<file path="src/rtl/r5fp_fma_issue_sched.sv">
// Two-requester round-robin issue onto one shared stall-free R5FP FMA pipeline, with a credit-protected result FIFO.
// Optional synchronous flush port is enabled by defining R5FP_SCHED_FLUSH_EN.
`default_nettype none

module r5fp_fma_issue_sched #(
  parameter int EXP_W = 11,
  parameter int SIG_W = 52,
  parameter int LAT   = 4,
  parameter int DEPTH = 8,
  localparam int OP_W = EXP_W + SIG_W + 1
) (
  input  logic            clk,
  input  logic            rst_n,
  input  logic [1:0]      rq_vld,
  output logic [1:0]      rq_rdy,
  input  logic [OP_W-1:0] rq_a0,
  input  logic [OP_W-1:0] rq_b0,
  input  logic [OP_W-1:0] rq_c0,
  input  logic [2:0]      rq_rnd0,
  input  logic [OP_W-1:0] rq_a1,
  input  logic [OP_W-1:0] rq_b1,
  input  logic [OP_W-1:0] rq_c1,
  input  logic [2:0]      rq_rnd1,
  output logic            fma_vld,
  output logic [OP_W-1:0] fma_a,
  output logic [OP_W-1:0] fma_b,
  output logic [OP_W-1:0] fma_c,
  output logic [2:0]      fma_rnd,
  input  logic [OP_W-1:0] fma_z,
  input  logic [7:0]      fma_st,
  output logic            res_vld,
  input  logic            res_rdy,
  output logic [OP_W-1:0] res_z,
  output logic [7:0]      res_st,
  output logic            res_id,
  output logic            busy
`ifdef R5FP_SCHED_FLUSH_EN
  ,
  input  logic            flush
`endif
);

  localparam int PTR_W = (DEPTH > 1) ? $clog2(DEPTH) : 1;
  localparam int CNT_W = $clog2(DEPTH) + 1;

  logic flushNow;
`ifdef R5FP_SCHED_FLUSH_EN
  assign flushNow = flush;
`else
  assign flushNow = 1'b0;
`endif

  logic [CNT_W-1:0] inflightReg;
  logic [CNT_W-1:0] fifoCntReg;
  logic [CNT_W-1:0] occ;
  logic             issueOk;
  logic             prioReg;
  logic [1:0]       grant;
  logic [1:0]       accept;
  logic             acceptAny;
  logic             acceptId;

  // occ counts every op that will eventually need a FIFO slot, so a push can never find the FIFO full
  assign occ     = inflightReg + fifoCntReg;
  assign issueOk = rst_n & ~flushNow & (occ < CNT_W'(DEPTH));

  always_comb begin
    grant = 2'b00;
    unique case (rq_vld)
      2'b11:   grant = prioReg ? 2'b10 : 2'b01;
      default: grant = rq_vld;
    endcase
  end

  assign rq_rdy    = grant & {2{issueOk}};
  assign accept    = rq_vld & rq_rdy;
  assign acceptAny = |accept;
  assign acceptId  = accept[1];

  always_ff @(posedge clk or negedge rst_n) begin
    if (!rst_n) begin
      prioReg <= 1'b0;
    end else if (acceptAny) begin
      prioReg <= ~acceptId;
    end
  end

  logic [OP_W-1:0] selA;
  logic [OP_W-1:0] selB;
  logic [OP_W-1:0] selC;
  logic [2:0]      selRnd;

  assign selA   = acceptId ? rq_a1   : rq_a0;
  assign selB   = acceptId ? rq_b1   : rq_b0;
  assign selC   = acceptId ? rq_c1   : rq_c0;
  assign selRnd = acceptId ? rq_rnd1 : rq_rnd0;

  logic            fmaVldReg;
  logic            fmaIdReg;
  logic [OP_W-1:0] fmaAReg;
  logic [OP_W-1:0] fmaBReg;
  logic [OP_W-1:0] fmaCReg;
  logic [2:0]      fmaRndReg;

  // Operand registers hold their last value between issues; only the strobe pulses
  always_ff @(posedge clk or negedge rst_n) begin
    if (!rst_n) begin
      fmaVldReg <= 1'b0;
      fmaIdReg  <= 1'b0;
      fmaAReg   <= '0;
      fmaBReg   <= '0;
      fmaCReg   <= '0;
      fmaRndReg <= '0;
    end else begin
      fmaVldReg <= acceptAny;
      if (acceptAny) begin
        fmaIdReg  <= acceptId;
        fmaAReg   <= selA;
        fmaBReg   <= selB;
        fmaCReg   <= selC;
        fmaRndReg <= selRnd;
      end
    end
  end

  assign fma_vld = fmaVldReg;
  assign fma_a   = fmaAReg;
  assign fma_b   = fmaBReg;
  assign fma_c   = fmaCReg;
  assign fma_rnd = fmaRndReg;

  // Tracking pipe: stage gi holds the op issued gi+1 cycles before its fma_z becomes valid minus one
  genvar gi;
  generate
    for (gi = 0; gi < LAT; gi++) begin : g_trk
      logic vldIn;
      logic idIn;
      logic vldReg;
      logic idReg;
      if (gi == 0) begin : g_head
        assign vldIn = fmaVldReg;
        assign idIn  = fmaIdReg;
      end else begin : g_body
        assign vldIn = g_trk[gi-1].vldReg;
        assign idIn  = g_trk[gi-1].idReg;
      end
      always_ff @(posedge clk or negedge rst_n) begin
        if (!rst_n) begin
          vldReg <= 1'b0;
          idReg  <= 1'b0;
        end else begin
          vldReg <= vldIn & ~flushNow;
          idReg  <= idIn;
        end
      end
    end
  endgenerate

  logic push;
  logic pushId;
  logic pop;

  assign push    = g_trk[LAT-1].vldReg & ~flushNow;
  assign pushId  = g_trk[LAT-1].idReg;
  assign res_vld = (fifoCntReg != '0);
  assign pop     = res_rdy & res_vld;

  logic [OP_W-1:0]  memZ  [DEPTH];
  logic [7:0]       memSt [DEPTH];
  logic             memId [DEPTH];
  logic [PTR_W-1:0] wrPtrReg;
  logic [PTR_W-1:0] rdPtrReg;

  always_ff @(posedge clk) begin
    if (push) begin
      memZ[wrPtrReg]  <= fma_z;
      memSt[wrPtrReg] <= fma_st;
      memId[wrPtrReg] <= pushId;
    end
  end

  always_ff @(posedge clk or negedge rst_n) begin
    if (!rst_n) begin
      wrPtrReg    <= '0;
      rdPtrReg    <= '0;
      inflightReg <= '0;
      fifoCntReg  <= '0;
    end else if (flushNow) begin
      wrPtrReg    <= '0;
      rdPtrReg    <= '0;
      inflightReg <= '0;
      fifoCntReg  <= '0;
    end else begin
      if (push) wrPtrReg <= wrPtrReg + PTR_W'(1);
      if (pop)  rdPtrReg <= rdPtrReg + PTR_W'(1);
      inflightReg <= inflightReg + CNT_W'(acceptAny) - CNT_W'(push);
      fifoCntReg  <= fifoCntReg + CNT_W'(push) - CNT_W'(pop);
    end
  end

  assign res_z  = memZ[rdPtrReg];
  assign res_st = memSt[rdPtrReg];
  assign res_id = memId[rdPtrReg];
  assign busy   = (inflightReg != '0) | (fifoCntReg != '0);

`ifndef SYNTHESIS
  a_no_push_when_full : assert property (@(posedge clk) disable iff (!rst_n)
    !(push && (fifoCntReg == CNT_W'(DEPTH))));
  a_credit_bound : assert property (@(posedge clk) disable iff (!rst_n)
    occ <= CNT_W'(DEPTH));
  a_rdy_onehot : assert property (@(posedge clk) disable iff (!rst_n)
    rq_rdy != 2'b11);
`endif

endmodule

`default_nettype wire

</file>
<file path="config.mk">
export PLATFORM = sky130hd
export DESIGN_NAME = r5fp_fma_issue_sched
export DESIGN_NICKNAME = d
export VERILOG_FILES = /design/src/rtl/r5fp_fma_issue_sched.sv
export SDC_FILE = /design/constraint.sdc
export NUM_CORES = 1
export LEC_CHECK = 0
export ABC_AREA = 0
export ABC_CLOCK_PERIOD_IN_PS = 5700
export CAP_MARGIN = 40
export CORE_AREA = 3 3 288 290
export CTS_CLUSTER_SIZE = 10
export DETAILED_ROUTE_END_ITERATION = 8
export DIE_AREA = 0 0 291 293
export PLACE_DENSITY = 0.72
export SYNTH_ARGS = -nofsm -noshare
export SYNTH_HDL_FRONTEND = slang
export SYNTH_SLANG_ARGS = --single-unit
</file>
<file path="constraint.sdc">
create_clock -name clk -period 5.7 [get_ports clk]
set_input_delay 1.14 -clock clk [delete_from_list [all_inputs] [get_ports clk]]
set_output_delay 1.14 -clock clk [all_outputs]
set_load 0.02 [all_outputs]
</file>
# Word level (Yosys, flattened, before mapping)
# Memory sizes are Yosys's and may differ from the RTL's.
# Cells that the tools add are included.
# W data, S select, Z words.
op_classes:
  n_mux: 8
  bitwise: 6
  addsub: 7
  n_eq_ne: 1
  order_cmp: 1
  reduce_logical: 3
ops:
  columns: ["operator", "count"]
  rows:
  - ["$mux W64", 3]
  - ["$add A4 B1 Y4", 2]
  - ["$reduce_bool A4 Y1", 2]
  - ["$sub A4 B1 Y4", 2]
  - ["$add A3 B1 Y3 const B", 2]
  - ["$add A4 B4 Y4", 1]
  - ["$and A2 B2 Y2", 2]
  - ["$lt A4 B4 Y1 const B", 1]
  - ["$mux W2", 2]
  - ["$mux W3", 1]
  - ["$and A1 B1 Y1", 2]
  - ["$eq A2 B2 Y1 const B", 1]
  - ["$mux W1", 2]
  - ["$reduce_or A2 Y1", 1]
  - ["$not A1 Y1", 1]
  - ["$or A1 B1 Y1", 1]
word_totals:
  ram_bits: 584
  mem_count: 3
  reg_bits: 220
  in_bits: 467
  word_cells: 48
mem_list:
  columns: ["memory", "depth", "word_bits", "read_ports", "rd_clocked_by_memory_dff", "write_ports", "line_no", "text"]
  rows:
  - ["memZ", 8, 64, 1, 0, 1, "168", "logic [OP_W-1:0] memZ [DEPTH];"]
  - ["memSt", 8, 8, 1, 0, 1, "169", "logic [7:0] memSt [DEPTH];"]
  - ["memId", 8, 1, 1, 0, 1, "170", "logic memId [DEPTH];"]

# Depth between registers and ports, before layout
# Gate-level depths: netlist (run 1).
logic_depth:
  depth_word: 8
  mapped_depth: 15
  ltp_nobuf: 12

# Least setup slack after synthesis (run 1)
# OpenSTA, ideal clock, no wires.
synth_timing:
  path_type: "register to register"
  startpoint: "reg wrPtrReg[1]"
  endpoint: "mem memId[0], enable pin"
  stages_incl_launch_ff: 3
  period_less_slack_ns: 6.123
  n_path_buf: 0
  t_arrival_ns: 5.529
  setup_ns: 0.594
  setup_slack_ns: -0.423
  path_cell_list: "dfrtp_1 -> nand2b_1 -> nor3_1"
synth_lines:
  columns: ["item", "line_no", "text"]
  rows:
  - ["start: declaration", "171", "logic [PTR_W-1:0] wrPtrReg;"]
  - ["start signal: assignment", "194", "if (push) wrPtrReg <= wrPtrReg + PTR_W'(1);"]
  - ["end: declaration", "170", null]
# Straight into the memory's write port.

# Worst setup path after layout (run 1)
layout_timing:
  startpoint: "reg inflightReg[2]"
  endpoint: "out rq_rdy[0]"
layout_via:
  elab_chain_len: 4
layout_rtl:
  columns: ["item", "line_no", "text"]
  rows:
  - ["start: declaration", "53", "logic [CNT_W-1:0] inflightReg;"]
  - ["start signal: assignment", "196", "inflightReg <= inflightReg + CNT_W'(acceptAny) - CNT_W'(push);"]
  - ["$add A4 B4 Y4", "64", "assign occ = inflightReg + fifoCntReg;"]
  - ["$lt A4 B4 Y1", "65", "assign issueOk = rst_n & ~flushNow & (occ < CNT_W'(DEPTH));"]
  - ["$and A1 B1 Y1", "65", null]
  - ["$and A2 B2 Y2", "75", "assign rq_rdy = grant & {2{issueOk}};"]
  - ["end: declaration", "15", "output logic [1:0] rq_rdy,"]
# No other way between the ends.

==> impl_metrics.prom, run 1 <==
# TYPE chip_impl_metric gauge
chip_impl_info{name="kind_of_critical_path",value="reg2out"} 1
chip_impl_info{name="min-delay-path-class",value="in2async"} 1
chip_impl_info{name="critical_path.slowest_cell",value="sky130_fd_sc_hd__clkdlybuf4s50_1"} 1
chip_impl_metric{name="final_period_minus_worst_setup_slack",unit="ns"} 4.95
chip_impl_metric{name="synthesis.nets",unit=""} 2583
chip_impl_metric{name="routed_wirelength",unit="mm"} 119
chip_impl_info{name="synth_top_family_by_area",value="multiplexers"} 1
chip_impl_metric{name="crit_path_max_incr_delay",unit="ns"} 0.80
chip_impl_metric{name="die_w",unit="um"} 291
chip_impl_metric{name="worst_ep_required_time",unit="ns"} 4.56
chip_impl_metric{name="cts_num_sinks",unit=""} 804
chip_impl_metric{name="place_ws",unit="ns"} 1.22
chip_impl_metric{name="grt.total_usage",unit="%"} 27.5
chip_impl_metric{name="nets",unit=""} 3253
chip_impl_metric{name="power.sequential.fraction",unit="%"} 32.2
chip_impl_metric{name="antenna_found_initial",unit=""} 45
chip_impl_metric{name="vert_die_dim",unit="um"} 293
chip_impl_info{name="worst_setup_path_end_kind",value="primary output"} 1
chip_impl_metric{name="power_switching_share",unit="%"} 39.5
chip_impl_metric{name="proportion_of_register_bits_with_asynchronous_set_or_reset_after_synthesis",unit="%"} 27.4
chip_impl_metric{name="setup_slack",unit="ns"} 0.753
chip_impl_metric{name="n_fill_cell",unit=""} 6101
chip_impl_metric{name="detailedPlacementHpwl",unit="mm"} 81.8
chip_impl_metric{name="skew",unit="ns"} 0.0381
chip_impl_info{name="critical_path.startpoint_type",value="register"} 1
chip_impl_metric{name="synth_warnings",unit=""} 0
chip_impl_metric{name="dieArea",unit="um2"} 85300
chip_impl_metric{name="synth_largest_type_area_fraction",unit="%"} 50.2
chip_impl_metric{name="maximum_clock_path_buffer_count",unit=""} 3
chip_impl_metric{name="first_pass_iters",unit=""} 7
chip_impl_metric{name="fraction_of_synthesized_area_in_multiplexers",unit="%"} 11.8
chip_impl_info{name="cp_top_family",value="buffers and inverters"} 1
chip_impl_metric{name="clock_insertion_delay_worst_skew",unit="ns"} 0.65
chip_impl_metric{name="p_clk_share",unit="%"} 20.5
chip_impl_metric{name="core_area",unit="um2"} 80500
chip_impl_metric{name="drive_gt1_share",unit="%"} 20.2
chip_impl_metric{name="avgRoutedWirePerCell",unit="um"} 30.4
chip_impl_metric{name="post_synth_instance_area",unit="um2"} 34900
chip_impl_info{name="most_instantiated_library_cell_after_synthesis",value="sky130_fd_sc_hd__edfxtp_1"} 1
chip_impl_metric{name="buf_inv_on_cp",unit=""} 2
chip_impl_metric{name="multi_input_area",unit="um2"} 10200
chip_impl_metric{name="initial_standard_cell_utilization_of_the_core",unit="%"} 43.4
chip_impl_metric{name="critPathArrivalTime",unit="ns"} 3.81
chip_impl_metric{name="synth.avg_cell_area",unit="um2"} 16.6
chip_impl_metric{name="post_cts_resized",unit=""} 0
chip_impl_metric{name="final.period_utilization",unit="%"} 86.8
chip_impl_metric{name="cellInternalPower",unit="W"} 0.0159
chip_impl_metric{name="synthXorXnorAreaFrac",unit="%"} 0.247
chip_impl_metric{name="overflow_left_after_global_routing",unit=""} 0
chip_impl_metric{name="grt_start_max_net_pins",unit=""} 196
chip_impl_metric{name="synth_edf_count",unit=""} 584
chip_impl_metric{name="synth_fa_ha_area_share",unit="%"} 0.616
chip_impl_metric{name="share_of_the_yosys_chip_area_belonging_to_registers",unit="%"} 66.0
chip_impl_metric{name="p_leak",unit="nW"} 15.8
chip_impl_metric{name="clock_tree.htree_level_count",unit=""} 3
chip_impl_info{name="synth_area_leaders",value="sky130_fd_sc_hd__edfxtp_1, sky130_fd_sc_hd__dfrtp_1, sky130_fd_sc_hd__mux4_2"} 1
chip_impl_metric{name="p_comb_share",unit="%"} 47.3
chip_impl_metric{name="syn2layout_area_growth",unit="%"} 32.5
chip_impl_info{name="post-synth-top-area-cell",value="sky130_fd_sc_hd__edfxtp_1"} 1
chip_impl_metric{name="critical_path.max_fanout",unit=""} 61
chip_impl_metric{name="synthSimpleGateAreaFrac",unit="%"} 7.42
chip_impl_metric{name="pin_count",unit=""} 740
chip_impl_metric{name="viasPerCell",unit=""} 5.86
chip_impl_metric{name="fmax",unit="GHz"} 0.202
chip_impl_metric{name="vdd.ir_drop.worst",unit="mV"} 0.507
chip_impl_info{name="synth-main-ff-cell",value="sky130_fd_sc_hd__edfxtp_1"} 1
chip_impl_metric{name="grt_pass1_vias",unit=""} 24100
chip_impl_metric{name="final_hold_vios",unit=""} 0
chip_impl_metric{name="drv.max_cap_violation_count",unit=""} 0
chip_impl_metric{name="detailedRoute.firstIterationViolations",unit=""} 2027
chip_impl_metric{name="drv_slew",unit=""} 0
chip_impl_metric{name="post_cts_buffers",unit=""} 0
chip_impl_info{name="run_status",value="finished clean"} 1
chip_impl_metric{name="post_cts_hold_buffer_count",unit=""} 0
chip_impl_metric{name="ff_latch_area",unit="um2"} 23100
chip_impl_metric{name="max_slew.worst_pin.slew",unit="ns"} 1.29
chip_impl_metric{name="io_buffer_count",unit=""} 739
chip_impl_metric{name="yosysUniqueCellTypes",unit=""} 42
chip_impl_metric{name="place.gp.congestion",unit=""} 0.940
chip_impl_metric{name="setup-tns-final",unit="ns"} 0
chip_impl_metric{name="route.antenna.remaining_nets",unit=""} 0
chip_impl_info{name="synth_commonest_cells",value="sky130_fd_sc_hd__edfxtp_1, sky130_fd_sc_hd__nand4_1, sky130_fd_sc_hd__dfrtp_1, sky130_fd_sc_hd__inv_1, sky130_fd_sc_hd__o311ai_2"} 1
chip_impl_info{name="setup_repair_after_global_routing_missed_its_margin",value="no"} 1
chip_impl_metric{name="synth-seq-cells",unit=""} 804
chip_impl_metric{name="drcViolationCount",unit=""} 0
chip_impl_metric{name="synth-compound-area-share",unit="%"} 8.93
chip_impl_metric{name="grt_first_pass_wirelength",unit="mm"} 171
chip_impl_metric{name="row_count",unit=""} 104
chip_impl_metric{name="maxSlewHeadroom",unit="%"} 13.7
chip_impl_metric{name="netlist_instances",unit=""} 2100
chip_impl_metric{name="power_density",unit="nW/um2"} 569
chip_impl_metric{name="clkTransAtPathRegs",unit="ns"} 0.06
chip_impl_metric{name="total_vias_in_the_final_route",unit=""} 22900
chip_impl_info{name="tritoncts",value="done"} 1
chip_impl_metric{name="power_switching",unit="W"} 0.0104
chip_impl_info{name="cts_root_buffer",value="sky130_fd_sc_hd__clkbuf_16"} 1
chip_impl_metric{name="report.final.setup_viol",unit=""} 0
chip_impl_info{name="cp_cell_sequence",value="ha_1 -> a21oi_1 -> a21o_4 -> nand3_2 -> inv_8 -> clkdlybuf4s50_1"} 1
chip_impl_metric{name="tritoncts.num_buffers",unit=""} 92
==> cell families after synthesis <==
| group | Yosys count |
|---|---|
| flops | 804 |
| simple gates | 418 |
| buf+inv | 417 |
| mux | 221 |
| compound gates | 215 |
| fa+ha+maj | 16 |
| xor+xnor | 9 |
==> through the flow <==
stage               utilization (%)  std cells  power, W  instance area, um2  hold slack, ns
floorplan                         -       2100    0.0160               34900           0.331
global placement               53.6       3724    0.0206               43200           0.333
detailed placement             54.0       3736    0.0210               43500           0.335
CTS                            57.3       3869    0.0265               46200           0.344
global route                   57.4       3898    0.0275               46300           0.341
finish                         57.5       3910    0.0263               46300           0.346
==> state kept, by name, indices dropped and copies added, names as in the netlist <==
signal        count
fma_rnd           3
prioReg           1
fma_vld           1
fma_c            64
fifoCntReg        4
inflightReg       4
memZ            512
g_trk.vldReg      4
wrPtrReg          3
fmaIdReg          1
fma_b            64
memId             8
g_trk.idReg       4
memSt            64
fma_a            64
rdPtrReg          3
==> final timing paths <==
check	cells past startpoint	end	startpoint	slack (ns)
max	6	rq_rdy[0]	inflightReg[2]	0.75
min	1	fma_c[60]	rst_n	0.35
max reg2reg	12	inflightReg[2]	inflightReg[2]	1.38
min reg2reg	0	g_trk[3].idReg	g_trk[2].idReg	0.35
max in group asynchronous	4	fma_a[14]	rst_n	3.73
min in group clk	0	g_trk[3].idReg	g_trk[2].idReg	0.35
==> metal layers <==
layer  track usage, %  vias up  routed length, um
met2             45.1     1015              58700
met1             32.9    11800              42500
li1                 -     9882                  -
met4             13.5        8               5940
met3             8.90      241              11800
met5                0        -                 58
==> power by group through the flow <==
stage	Sequential [W]	Clock (W)	Combinational, W
floorplan	0.00893	0	0.00706
global placement	0.00852	0	0.0121
detailed placement	0.00852	0	0.0125
CTS	0.00848	0.00552	0.0125
global route	0.00859	0.00576	0.0132
finish	0.00847	0.00539	0.0125
==> cells in the final DEF, fill, tap and decap left out, types with 4 or more instances in the layout <==
cell	count
sky130_fd_sc_hd__nor2_4	6
sky130_fd_sc_hd__diode_2	41
sky130_fd_sc_hd__o311ai_2	171
sky130_fd_sc_hd__ha_1	14
sky130_fd_sc_hd__edfxtp_1	584
sky130_fd_sc_hd__a31oi_1	7
sky130_fd_sc_hd__nand4_1	382
sky130_fd_sc_hd__clkdlybuf4s50_1	738
sky130_fd_sc_hd__buf_12	10
sky130_fd_sc_hd__xor2_1	5
sky130_fd_sc_hd__a21oi_1	4
sky130_fd_sc_hd__dfrtp_1	217
sky130_fd_sc_hd__buf_16	8
sky130_fd_sc_hd__mux4_2	146
sky130_fd_sc_hd__mux2_2	75
sky130_fd_sc_hd__clkbuf_16	93
sky130_fd_sc_hd__clkinv_16	6
sky130_fd_sc_hd__o311ai_1	15
sky130_fd_sc_hd__buf_4	31
sky130_fd_sc_hd__nor4_1	7
sky130_fd_sc_hd__o31ai_1	7
sky130_fd_sc_hd__clkbuf_1	27
sky130_fd_sc_hd__inv_1	202
sky130_fd_sc_hd__nand2_1	6
==> area by class of cell <==
class                      instances  share of cell area, %
sequential                       804                   49.8
tap                             1060                   2.87
clock inverter                    10                  0.538
timing repair buffer             789                   17.4
multi-input combinational        879                   22.1
inverter                         204                   1.69
antenna                           41                  0.222
clock buffer                     123                   5.34
No activity file was read; power rests on OpenSTA's default activity.
==> run 2: changes to the inputs <==
--- a/config.mk
+++ b/config.mk
@@ -8,11 +8,14 @@
 export ABC_AREA = 0
 export ABC_CLOCK_PERIOD_IN_PS = 5700
 export CAP_MARGIN = 40
-export CORE_AREA = 3 3 288 290
+export CELL_PAD_IN_SITES_DETAIL_PLACEMENT = 1
+export CELL_PAD_IN_SITES_GLOBAL_PLACEMENT = 1
+export CORE_MARGIN = 3
+export CORE_UTILIZATION = 39
 export CTS_CLUSTER_SIZE = 10
 export DETAILED_ROUTE_END_ITERATION = 8
-export DIE_AREA = 0 0 291 293
-export PLACE_DENSITY = 0.72
+export GPL_TIMING_DRIVEN = 0
+export PLACE_DENSITY_LB_ADDON = 0.1
 export SYNTH_ARGS = -nofsm -noshare
 export SYNTH_HDL_FRONTEND = slang
 export SYNTH_SLANG_ARGS = --single-unit
==> impl_metrics.prom, run 2 (synthesized netlist as in run 1, its figures left out) <==
# TYPE chip_impl_metric gauge
chip_impl_metric{name="overflow_left_after_global_routing",unit=""} 0
chip_impl_info{name="setup_repair_after_global_routing_missed_its_margin",value="no"} 1
chip_impl_metric{name="fmax",unit="GHz"} 0.188
chip_impl_info{name="run_status",value="finished clean"} 1
chip_impl_metric{name="place.gp.congestion",unit=""} 0.941
chip_impl_metric{name="total_vias_in_the_final_route",unit=""} 24400
chip_impl_metric{name="drv_slew",unit=""} 0
chip_impl_metric{name="p_leak",unit="nW"} 16.5
chip_impl_metric{name="place_ws",unit="ns"} -0.326
chip_impl_info{name="worst_setup_path_end_kind",value="primary output"} 1
chip_impl_metric{name="detailroute.wirelength.met2",unit="mm"} 67.4
chip_impl_metric{name="power_switching_share",unit="%"} 40.6
chip_impl_metric{name="timing.reg2reg.setup_slack",unit="ns"} 1.83
chip_impl_metric{name="routed_wirelength",unit="mm"} 136
chip_impl_metric{name="avgRoutedWirePerCell",unit="um"} 32.0
chip_impl_metric{name="critical_path.max_fanout",unit=""} 53
chip_impl_info{name="min-delay-path-class",value="in2async"} 1
chip_impl_metric{name="initial_standard_cell_utilization_of_the_core",unit="%"} 39.4
chip_impl_metric{name="grt_first_pass_wirelength",unit="mm"} 195
chip_impl_metric{name="maxSlewHeadroom",unit="%"} 39.8
chip_impl_metric{name="nets",unit=""} 3462
chip_impl_info{name="r2r_end",value="inflightReg[2]"} 1
chip_impl_metric{name="power.sequential.fraction",unit="%"} 29.6
chip_impl_info{name="kind_of_critical_path",value="in2out"} 1
chip_impl_metric{name="row_count",unit=""} 109
chip_impl_metric{name="maximum_clock_path_buffer_count",unit=""} 3
chip_impl_info{name="max_flop_register",value="memZ"} 1
chip_impl_metric{name="drcViolationCount",unit=""} 0
chip_impl_metric{name="setup-tns-final",unit="ns"} 0
chip_impl_metric{name="clock_tree.htree_level_count",unit=""} 3
chip_impl_metric{name="multi_input_area",unit="um2"} 10200
chip_impl_metric{name="largest_register_ff_count",unit=""} 512
chip_impl_metric{name="cts_num_sinks",unit=""} 804
chip_impl_metric{name="final_area",unit="um2"} 47700
chip_impl_metric{name="final_hold_vios",unit=""} 0
chip_impl_metric{name="m1WireLength",unit="mm"} 52.4
chip_impl_metric{name="route.antenna.remaining_nets",unit=""} 0
chip_impl_metric{name="max_slew.worst_pin.slew",unit="ns"} 0.902
chip_impl_metric{name="fin_cells",unit=""} 4246
chip_impl_metric{name="die_w",unit="um"} 305
chip_impl_info{name="critical_path.reg2reg.startpoint",value="inflightReg[2]"} 1
chip_impl_metric{name="grt.total_usage",unit="%"} 28.8
chip_impl_metric{name="clkTransAtPathRegs",unit="ns"} 0.05
chip_impl_metric{name="grt_start_max_net_pins",unit=""} 54
chip_impl_metric{name="first_pass_iters",unit=""} 5
chip_impl_metric{name="post_cts_hold_buffer_count",unit=""} 0
chip_impl_metric{name="detailedPlacementHpwl",unit="mm"} 100
chip_impl_metric{name="met3_length",unit="mm"} 11.1
chip_impl_metric{name="p_comb_share",unit="%"} 50.0
chip_impl_metric{name="p_clk_share",unit="%"} 20.4
chip_impl_metric{name="power_switching",unit="W"} 0.0112
chip_impl_metric{name="detailedRoute.firstIterationViolations",unit=""} 1594
chip_impl_metric{name="setup_slack",unit="ns"} 0.379
chip_impl_metric{name="holdWs",unit="ns"} 0.308
chip_impl_metric{name="tritoncts.num_buffers",unit=""} 95
chip_impl_metric{name="drive_gt1_share",unit="%"} 20.6
chip_impl_metric{name="syn2layout_area_growth",unit="%"} 36.6
chip_impl_info{name="critical_path.startpoint_type",value="input port"} 1
chip_impl_info{name="tritoncts",value="done"} 1
chip_impl_metric{name="viasPerCell",unit=""} 5.74
chip_impl_info{name="routed.top_layer",value="met5"} 1
chip_impl_info{name="cts_root_buffer",value="sky130_fd_sc_hd__clkbuf_16"} 1
chip_impl_metric{name="final_period_minus_worst_setup_slack",unit="ns"} 5.32
chip_impl_metric{name="rr_worst_depth",unit=""} 14
chip_impl_metric{name="dpl-instance-area",unit="um2"} 44700
chip_impl_metric{name="placed_cells_incl_taps",unit=""} 4044
chip_impl_metric{name="clock_insertion_delay_worst_skew",unit="ns"} 0.67
chip_impl_metric{name="drv.max_cap_violation_count",unit=""} 0
chip_impl_metric{name="final.period_utilization",unit="%"} 93.3
chip_impl_metric{name="cellInternalPower",unit="W"} 0.0164
chip_impl_metric{name="dieArea",unit="um2"} 93200
chip_impl_metric{name="n_fill_cell",unit=""} 8442
chip_impl_metric{name="vdd.ir_drop.worst",unit="mV"} 0.253
chip_impl_metric{name="pin_count",unit=""} 740
chip_impl_metric{name="report.final.setup_viol",unit=""} 0
chip_impl_metric{name="ff_latch_area",unit="um2"} 23000
chip_impl_metric{name="critPathArrivalTime",unit="ns"} 4.18
chip_impl_metric{name="worst_ep_required_time",unit="ns"} 4.56
chip_impl_metric{name="grt_pass1_vias",unit=""} 26600
chip_impl_info{name="layout_commonest_cell",value="sky130_fd_sc_hd__clkdlybuf4s50_1"} 1
chip_impl_info{name="layout.cells.most_common_list",value="sky130_fd_sc_hd__clkdlybuf4s50_1, sky130_fd_sc_hd__edfxtp_1, sky130_fd_sc_hd__nand4_1, sky130_fd_sc_hd__dfrtp_1, sky130_fd_sc_hd__inv_1"} 1
chip_impl_metric{name="power_density",unit="nW/um2"} 576
chip_impl_metric{name="antenna_found_initial",unit=""} 73
chip_impl_metric{name="vert_die_dim",unit="um"} 305
chip_impl_metric{name="core_area",unit="um2"} 88600
chip_impl_metric{name="skew",unit="ns"} 0.0259
chip_impl_metric{name="io_buffer_count",unit=""} 739
[run 2: changes by cell type in the layout (fill, tap and decap cells not counted), moves of 5 or more]
cell | previous run | this run
sky130_fd_sc_hd__buf_1 | 0 | 5
sky130_fd_sc_hd__buf_16 | 8 | 16
sky130_fd_sc_hd__buf_2 | 0 | 44
sky130_fd_sc_hd__buf_4 | 31 | 8
sky130_fd_sc_hd__buf_6 | 0 | 18
sky130_fd_sc_hd__buf_8 | 2 | 9
sky130_fd_sc_hd__clkbuf_1 | 27 | 179
sky130_fd_sc_hd__clkinv_1 | 1 | 6
sky130_fd_sc_hd__diode_2 | 41 | 48
[run 2: cell type report]
| class | instances | area share (%) |
|---|---|---|
| diodes | 48 | 0.252 |
| plain buffers | 213 | 2.06 |
| clock buffers | 133 | 5.34 |
| clock inverters | 18 | 0.571 |
| inverters | 204 | 1.60 |
| multi-input cells | 879 | 21.4 |
| flip-flops and latches | 804 | 48.3 |
| well taps | 1165 | 3.05 |
| repair buffers | 782 | 17.4 |
[run 2: timing repair]
action	CTS	global route
cloned	2	0
setup buffers	0	0
setup endpoints to repair	2	1
gates resized for setup	0	1
[run 2: routing by layer]
metal	global-route usage [%]	vias to the layer above
li1	-	10400
met2	47.7	901
met1	35.8	12900
met4	11.3	26
met5	0	-
met3	8.40	227
[run 2: worst max-delay path: stages]
cell and delay [ns]:
sky130_fd_sc_hd__buf_8 0.18, sky130_fd_sc_hd__buf_16 0.29, sky130_fd_sc_hd__buf_16 0.31, sky130_fd_sc_hd__o211a_1 0.21, sky130_fd_sc_hd__buf_2 0.31, sky130_fd_sc_hd__nand3_2 0.31
sky130_fd_sc_hd__inv_2 0.16, sky130_fd_sc_hd__buf_6 0.20, sky130_fd_sc_hd__buf_6 0.21, sky130_fd_sc_hd__clkdlybuf4s50_1 0.77
[run 2: worst max-delay path by stage]
stage / from / to / slack (ns)
final: rst_n / rq_rdy[1] / 0.38
after global routing: rst_n / rq_rdy[1] / 0.17
after CTS: rst_n / rq_rdy[0] / 0.07
after detailed placement: rst_n / rq_rdy[0] / -0.33
after global placement: rst_n / rq_rdy[0] / -8.51
after floorplan: wrPtrReg[2] / memId[1] / 1.52
[run 2: power by group through the flow]
stage	sequential, W	combinational (W)	clock [W]
after floorplan	0.00893	0.00706	0
after global routing	0.00825	0.0146	0.00600
final	0.00814	0.0137	0.00562
after CTS	0.00813	0.0138	0.00575
after global placement	0.00824	0.0133	0
after detailed placement	0.00819	0.0137	0
[run 2: per-stage QoR]
step	util [%]	total power, W
2_1_floorplan	-	0.0160
3_5_place_dp	50.4	0.0219
5_1_grt	53.8	0.0288
4_1_cts	53.7	0.0277
6_report	53.8	0.0275
3_3_place_gp	49.4	0.0215
